`src/rtl/mic_pkg.sv`:
```
// mic_pkg: shared widths and types for the mic energy and direction-calculation path
package mic_pkg;
   localparam int MIC_ENERGY_WIDTH = 32;
   localparam int NUM_PERIPH_MICS = 3;
   localparam int MIC_SAMPLE_WIDTH = 16;
   typedef logic signed [MIC_SAMPLE_WIDTH-1:0] mic_sample_t;
   typedef logic [MIC_ENERGY_WIDTH-1:0] mic_energy_t;
endpackage

```
`src/rtl/mic_channel_accumulator.sv`:
```
// mic_channel_accumulator: per-mic magnitude stage, optional DC tracker (MIC_ENERGY_DC_REMOVE_EN) and window accumulator
module mic_channel_accumulator
   import mic_pkg::*;
#(
   parameter int SAMPLE_WIDTH = 16
) (
   input  logic                           clk,
   input  logic                           rst_n,
   input  logic                           take,
   input  logic                           clear,
   input  logic                           add,
   input  logic                           wrap,
   input  logic signed [SAMPLE_WIDTH-1:0] sample,
   output mic_energy_t                    total
);
   localparam int SW = SAMPLE_WIDTH;
   logic [SW:0] mag;
   logic [SW:0] mag_next;
   mic_energy_t acc;
   mic_energy_t sum;
`ifdef MIC_ENERGY_DC_REMOVE_EN
   logic signed [SW+7:0] dc;
   logic signed [SW+8:0] dc_err;
   logic signed [SW+1:0] centred;
   logic [SW+1:0] centred_abs;
   assign dc_err = {sample[SW-1], sample, 8'd0} - {dc[SW+7], dc};
   assign centred = {{2{sample[SW-1]}}, sample} - {{2{dc[SW+7]}}, dc[SW+7:8]};
   assign centred_abs = centred[SW+1] ? -centred : centred;
   assign mag_next = centred_abs[SW+1] ? '1 : centred_abs[SW:0];
   // slow first-order DC estimate, survives clear so the level stays tracked
   always_ff @(posedge clk)
      if (!rst_n) dc <= '0;
      else if (take) dc <= dc + (SW+8)'(dc_err >>> 8);
`else
   logic [SW:0] ext;
   assign ext = {sample[SW-1], sample};
   assign mag_next = ext[SW] ? -ext : ext;
`endif
   assign sum = acc + MIC_ENERGY_WIDTH'(mag);
   // stage 1: magnitude one bit wider than the sample so the most negative value cannot wrap
   always_ff @(posedge clk)
      if (!rst_n) mag <= '0;
      else if (take) mag <= mag_next;
   // stage 2: accumulate, restarting from zero as the window closes
   always_ff @(posedge clk)
      if (!rst_n || clear) acc <= '0;
      else if (add) acc <= wrap ? '0 : sum;
   // capture the finished window total including the closing sample
   always_ff @(posedge clk)
      if (!rst_n) total <= '0;
      else if (add && wrap) total <= sum;
endmodule

```
`src/rtl/mic_energy_accumulator.sv`:
```
// mic_energy_accumulator: windowed absolute-amplitude energy per mic; DC removal via MIC_ENERGY_DC_REMOVE_EN
module mic_energy_accumulator
   import mic_pkg::*;
#(
   parameter int SAMPLE_WIDTH = 16,
   parameter int NUM_PERIPH   = 3,
   parameter int WINDOW_LOG2  = 10
) (
   input  logic                           clk_in,
   input  logic                           rst_n_in,
   input  logic                           sample_valid_in,
   input  logic signed [SAMPLE_WIDTH-1:0] central_sample_in,
   input  logic signed [SAMPLE_WIDTH-1:0] periph_samples_in [NUM_PERIPH],
   input  logic                           clear_in,
   output mic_energy_t                    central_mic_out,
   output mic_energy_t                    peripheral_mics_out [NUM_PERIPH],
   output logic                           energy_valid_out
);
   if (SAMPLE_WIDTH + 1 + WINDOW_LOG2 > 32) begin : g_width_check
      $error("SAMPLE_WIDTH+1+WINDOW_LOG2 exceeds the 32-bit energy width");
   end
   logic take;
   logic v1;
   logic add;
   logic wrap;
   logic done;
   logic [WINDOW_LOG2-1:0] cnt;
   logic signed [SAMPLE_WIDTH-1:0] samples [NUM_PERIPH+1];
   mic_energy_t totals [NUM_PERIPH+1];
   assign take = sample_valid_in && !clear_in;
   assign add = v1 && !clear_in;
   assign wrap = &cnt;
   assign samples[0] = central_sample_in;
   for (genvar g = 0; g < NUM_PERIPH; g++) begin : g_map
      assign samples[g+1] = periph_samples_in[g];
   end
   for (genvar g = 0; g <= NUM_PERIPH; g++) begin : g_ch
      mic_channel_accumulator #(.SAMPLE_WIDTH(SAMPLE_WIDTH)) u_ch (
         .clk    (clk_in),
         .rst_n  (rst_n_in),
         .take   (take),
         .clear  (clear_in),
         .add    (add),
         .wrap   (wrap),
         .sample (samples[g]),
         .total  (totals[g])
      );
   end
   // stage-1 valid and window position; clear abandons the window in flight
   always_ff @(posedge clk_in)
      if (!rst_n_in || clear_in) begin
         v1  <= 1'b0;
         cnt <= '0;
      end else begin
         v1 <= sample_valid_in;
         if (v1) cnt <= cnt + WINDOW_LOG2'(1);
      end
   // window-complete flag, one cycle behind the closing accumulation
   always_ff @(posedge clk_in)
      if (!rst_n_in) done <= 1'b0;
      else done <= add && wrap;
   // publish finished totals with a single-cycle strobe; hold otherwise
   always_ff @(posedge clk_in)
      if (!rst_n_in) begin
         central_mic_out  <= '0;
         energy_valid_out <= 1'b0;
         for (int i = 0; i < NUM_PERIPH; i++) peripheral_mics_out[i] <= '0;
      end else begin
         energy_valid_out <= done;
         if (done) begin
            central_mic_out <= totals[0];
            for (int i = 0; i < NUM_PERIPH; i++) peripheral_mics_out[i] <= totals[i+1];
         end
      end
endmodule

```
`config.mk`:
```
export PLATFORM = sky130hd
export DESIGN_NAME = mic_energy_accumulator
export DESIGN_NICKNAME = d
export VERILOG_FILES = /design/src/rtl/mic_pkg.sv /design/src/rtl/mic_channel_accumulator.sv /design/src/rtl/mic_energy_accumulator.sv
export SDC_FILE = /design/constraint.sdc
export NUM_CORES = 1
export LEC_CHECK = 0
export ABC_AREA = 1
export CAP_MARGIN = 20
export CORE_MARGIN = 2
export CORE_UTILIZATION = 55
export DETAILED_ROUTE_END_ITERATION = 12
export GPL_ROUTABILITY_DRIVEN = 0
export PLACE_DENSITY = 0.76
export SLEW_MARGIN = 30
export SYNTH_ARGS = -nofsm -noshare
export SYNTH_HDL_FRONTEND = slang
export SYNTH_HIERARCHICAL = 1
export SYNTH_SLANG_ARGS = --single-unit
```
`constraint.sdc`:
```
create_clock -name clk_in -period 5.3 [get_ports clk_in]
set_clock_uncertainty 0.05 [all_clocks]
set_input_delay 1.59 -clock clk_in [delete_from_list [all_inputs] [get_ports clk_in]]
set_output_delay 1.59 -clock clk_in [all_outputs]
set_load 0.05 [all_outputs]
```
==> impl_metrics.py <==
metrics = {
    "status": {
        "run_status": "finished clean",
    },
    "logic_synthesis": {
        "synthFlopType": "dfxtp_1",
        "synth-seq-area-share": 0.373,
        "synth_unique_cells": 39,
        "synth-seq-cells": 465,
        "netlist.area_leader.share": 0.373,
        "yosysMostFrequentCell": "nand2_1",
        "yosys.area.top_type": "dfxtp_1",
        "postSynthCellCount": 3830,
        "asyncSetResetFlopFracSynth": 0,
        "post_synth_instance_area_sq_um": 25000,
        "synth_top_cells_by_area": "dfxtp_1 (37%), nand2_1 (16%), nor2_1 (8.9%)",
        "synthesis.yosys.warnings": 6,
        "mean_cell_area_of_the_mapped_netlist_sq_um": 6.52,
        "synth-edff-count": 0,
        "synthesis.nets": 3975,
        "ys_top_cells_by_count": "nand2_1 (1035), nor2_1 (589), inv_1 (469)",
    },
    "cts": {
        "post_cts.repair.setup_buffers": 0,
        "clkSlewWorstSetupHoldPaths_ps": 60,
        "clock_tree_from_tritoncts": "yes",
        "clock_root_buffer_master": "clkbuf_16",
        "numClockSinks": 465,
        "htree_levels": 2,
        "cts_hold_buffers": 0,
        "ctsResizeCount": 0,
        "max_buffers_root_to_sink": 3,
        "number_of_buffers_created_by_cts": 49,
        "clock_insertion_delay_worst_skew_ps": 590,
    },
    "worst_hold_path": {
        "timing.hold.worst.class": "reg -> reg",
        "min_path_cells": 2,
    },
    "grt": {
        "antenna_found_initial": 0,
        "grt_pass1_wl_mm": 102,
        "grt_pass1_vias": 21270,
        "global_route.usage.total": 0.260,
        "gr-total-overflow": 0,
        "grt_start_max_net_pins": 89,
    },
    "cells_and_area": {
        "fin_area_sq_um": 28800,
        "num-nets-final": 4107,
        "synthToLayoutAreaGrowth_pct": 15.3,
        "final_core_utilization": 0.639,
        "drive_above_1_share": 0.0695,
        "diodes": 0,
    },
    "power": {
        "power_density_of_the_placed_cells_nw_per_um2": 262,
        "static-leakage-power_uw": 0.0140,
        "ir_worst_vdd_uv": 187,
    },
    "die": {
        "core.rowCount": 78,
        "fp.dieArea_sq_um": 47100,
        "die_x_um": 217,
        "design.core.area_sq_um": 45100,
        "die_height_um": 217,
        "boundaryPins": 197,
        "start_util": 0.554,
    },
    "timing": {
        "fin_crit_ps": 3670,
        "total_negative_setup_slack_ps": 0,
        "report.final.setup_viol": 0,
        "post-route-period-util": 0.692,
        "post-route-worst-setup-slack_ps": 1630,
        "fmax_mhz": 273,
        "rsz0062_at_grt": "false",
        "least_margin_pin_slew_ps": 909,
        "slew_headroom": 0.390,
        "worst_hold_slack_ps": 383,
        "final_max_tran_viols": 0,
        "finalHoldViolations": 0,
    },
    "worst_setup_path": {
        "cp_slowest_stage_delay_ps": 710,
        "timing.critical_path.fanout_max": 28,
        "timing.critical_path.required_ps": 5720,
        "path_class": "in -> reg",
        "endpoint_kind": "flip-flop",
        "kind_of_cell_with_the_highest_combined_delay_on_the_critical_path": "buffers and inverters",
        "worst-path-buf-inv": 4,
        "critical_path.reg2reg.endpoint": "g_ch[3].u_ch/total[29]$_SDFFE_PN0P_",
        "ff2ff_setup_slack_ps": 2300,
        "regToRegStartpoint": "cnt[0]$_SDFFE_PP0P_",
        "critPathCapture": "g_ch[1].u_ch/total[14]$_SDFFE_PN0P_",
        "worst_ep_arrival_time_ps": 4090,
        "critical_path_depth": 9,
        "crit_path_cell_trace": "clkdlybuf4s50_1 -> nor2_1 -> nand2_1 -> clkinv_1 -> buf_4 -> nor2_1 -> nor2_1 -> o21ai_0 -> inv_1",
        "timing.critical_path.mode_cell": "nor2_1",
        "reg2reg_depth": 13,
        "cpMaxStageDelayCell": "clkinv_1",
        "worst_setup_path_start_kind": "primary input",
        "timing.critical_path.from": "clear_in",
    },
    "drt": {
        "drt.antenna.violating_nets": 0,
        "drc": 0,
        "post_drt_wl_per_cell_um": 13.2,
        "via_per_inst": 5.03,
        "drt_first_pass_iters": 6,
        "drt-initial-drc-count": 1542,
        "vias": 23141,
        "finalWirelength_mm": 60.7,
    },
    "flow_run": {
        "max_cap_violations": 0,
    },
    "placed_design": {
        "detailedPlace.worstSlack_ps": 1070,
        "dp.final_hpwl_mm": 42.9,
        "port-buffer-count": 196,
        "placed_inst_area_sq_um": 27100,
    },
}
[cells by family after synthesis]
kind of cell / after synthesis / share of synthesized area
fa+ha+maj: 77 / 0.0398
compound gates: 551 / 0.115
buf+inv: 637 / 0.107
xor+xnor: 92 / 0.0323
simple gates: 2008 / 0.334
flops: 465 / 0.373
[final cells by class]
class,count,area (sq um)
fill,4206,16300
multi-input combinational,2728,13000
timing repair buffer,223,2170
inverter,495,1860
tap,600,751
sequential,465,9310
clock buffer,68,1410
clock inverter,20,275
[cells in the final DEF (no fill, tap or decap), types with 5 or more instances in the layout]
master,instances
bufinv_16,6
nor2_2,108
clkdlybuf4s50_1,195
dfxtp_1,464
o21ai_0,233
xnor2_1,11
clkbuf_16,49
inv_1,469
nor4_1,5
clkbuf_8,11
o31ai_1,5
a21oi_1,220
clkbuf_1,8
inv_2,21
clkinv_2,6
nor3_1,40
nand3b_1,7
or2_1,8
or2_2,14
nor3_2,9
o221ai_1,7
nor2_4,6
o21ai_1,61
nand2_2,6
buf_4,27
xor2_1,81
nand3_1,150
nand2_1,1035
nor2_1,584
o211ai_1,9
ha_1,73
nand4_1,28
[worst min-delay path, cell delays in order, from the launching register on]
cell     delay [ps]
dfxtp_1         310
nand2_1          50
nor2_1           30
[through the flow]
step / power, uW / cells
global placement: 4030 / 4511
global route: 7810 / 4599
floorplan: 3880 / 3830
CTS: 7620 / 4599
finish: 7540 / 4599
detailed placement: 4030 / 4511
[state kept, by name (all words and copies together), names as in the netlist]
| signal | count |
|---|---|
| g_ch.u_ch/acc | 128 |
| g_ch.u_ch/total | 128 |
| peripheral_mics_out | 96 |
| g_ch.u_ch/mag | 68 |
| central_mic_out | 32 |
| cnt | 10 |
| done | 1 |
| energy_valid_out | 1 |
| v1 | 1 |
[worst min path at each step]
| stage | slack, ps | endpoint | startpoint |
|---|---|---|---|
| CTS | 390 | g_ch[2].u_ch/mag[16]$_SDFFE_PN0P_ | g_ch[2].u_ch/mag[16]$_SDFFE_PN0P_ |
| global route | 410 | g_ch[3].u_ch/mag[16]$_SDFFE_PN0P_ | g_ch[3].u_ch/mag[16]$_SDFFE_PN0P_ |
| global placement | 370 | g_ch[0].u_ch/mag[16]$_SDFFE_PN0P_ | g_ch[0].u_ch/mag[16]$_SDFFE_PN0P_ |
| floorplan | 360 | g_ch[0].u_ch/mag[16]$_SDFFE_PN0P_ | g_ch[0].u_ch/mag[16]$_SDFFE_PN0P_ |
| detailed placement | 380 | g_ch[2].u_ch/mag[16]$_SDFFE_PN0P_ | g_ch[2].u_ch/mag[16]$_SDFFE_PN0P_ |
| finish | 380 | g_ch[0].u_ch/mag[16]$_SDFFE_PN0P_ | g_ch[0].u_ch/mag[16]$_SDFFE_PN0P_ |
[report_power, final]
part	internal (uW)	switching, uW
clock	2150	1440
combinational	147	253
sequential	3530	25.7
total	5820	1720
[per-layer routing]
layer,vias up,track usage,part of all wire
met2,476,0.438,0.45
met4,0,0.0721,0.026
li1,12209,-,-
met3,108,0.0354,0.045
met1,10348,0.347,0.48
met5,-,0,0
Power figures use the tool's default switching activity.
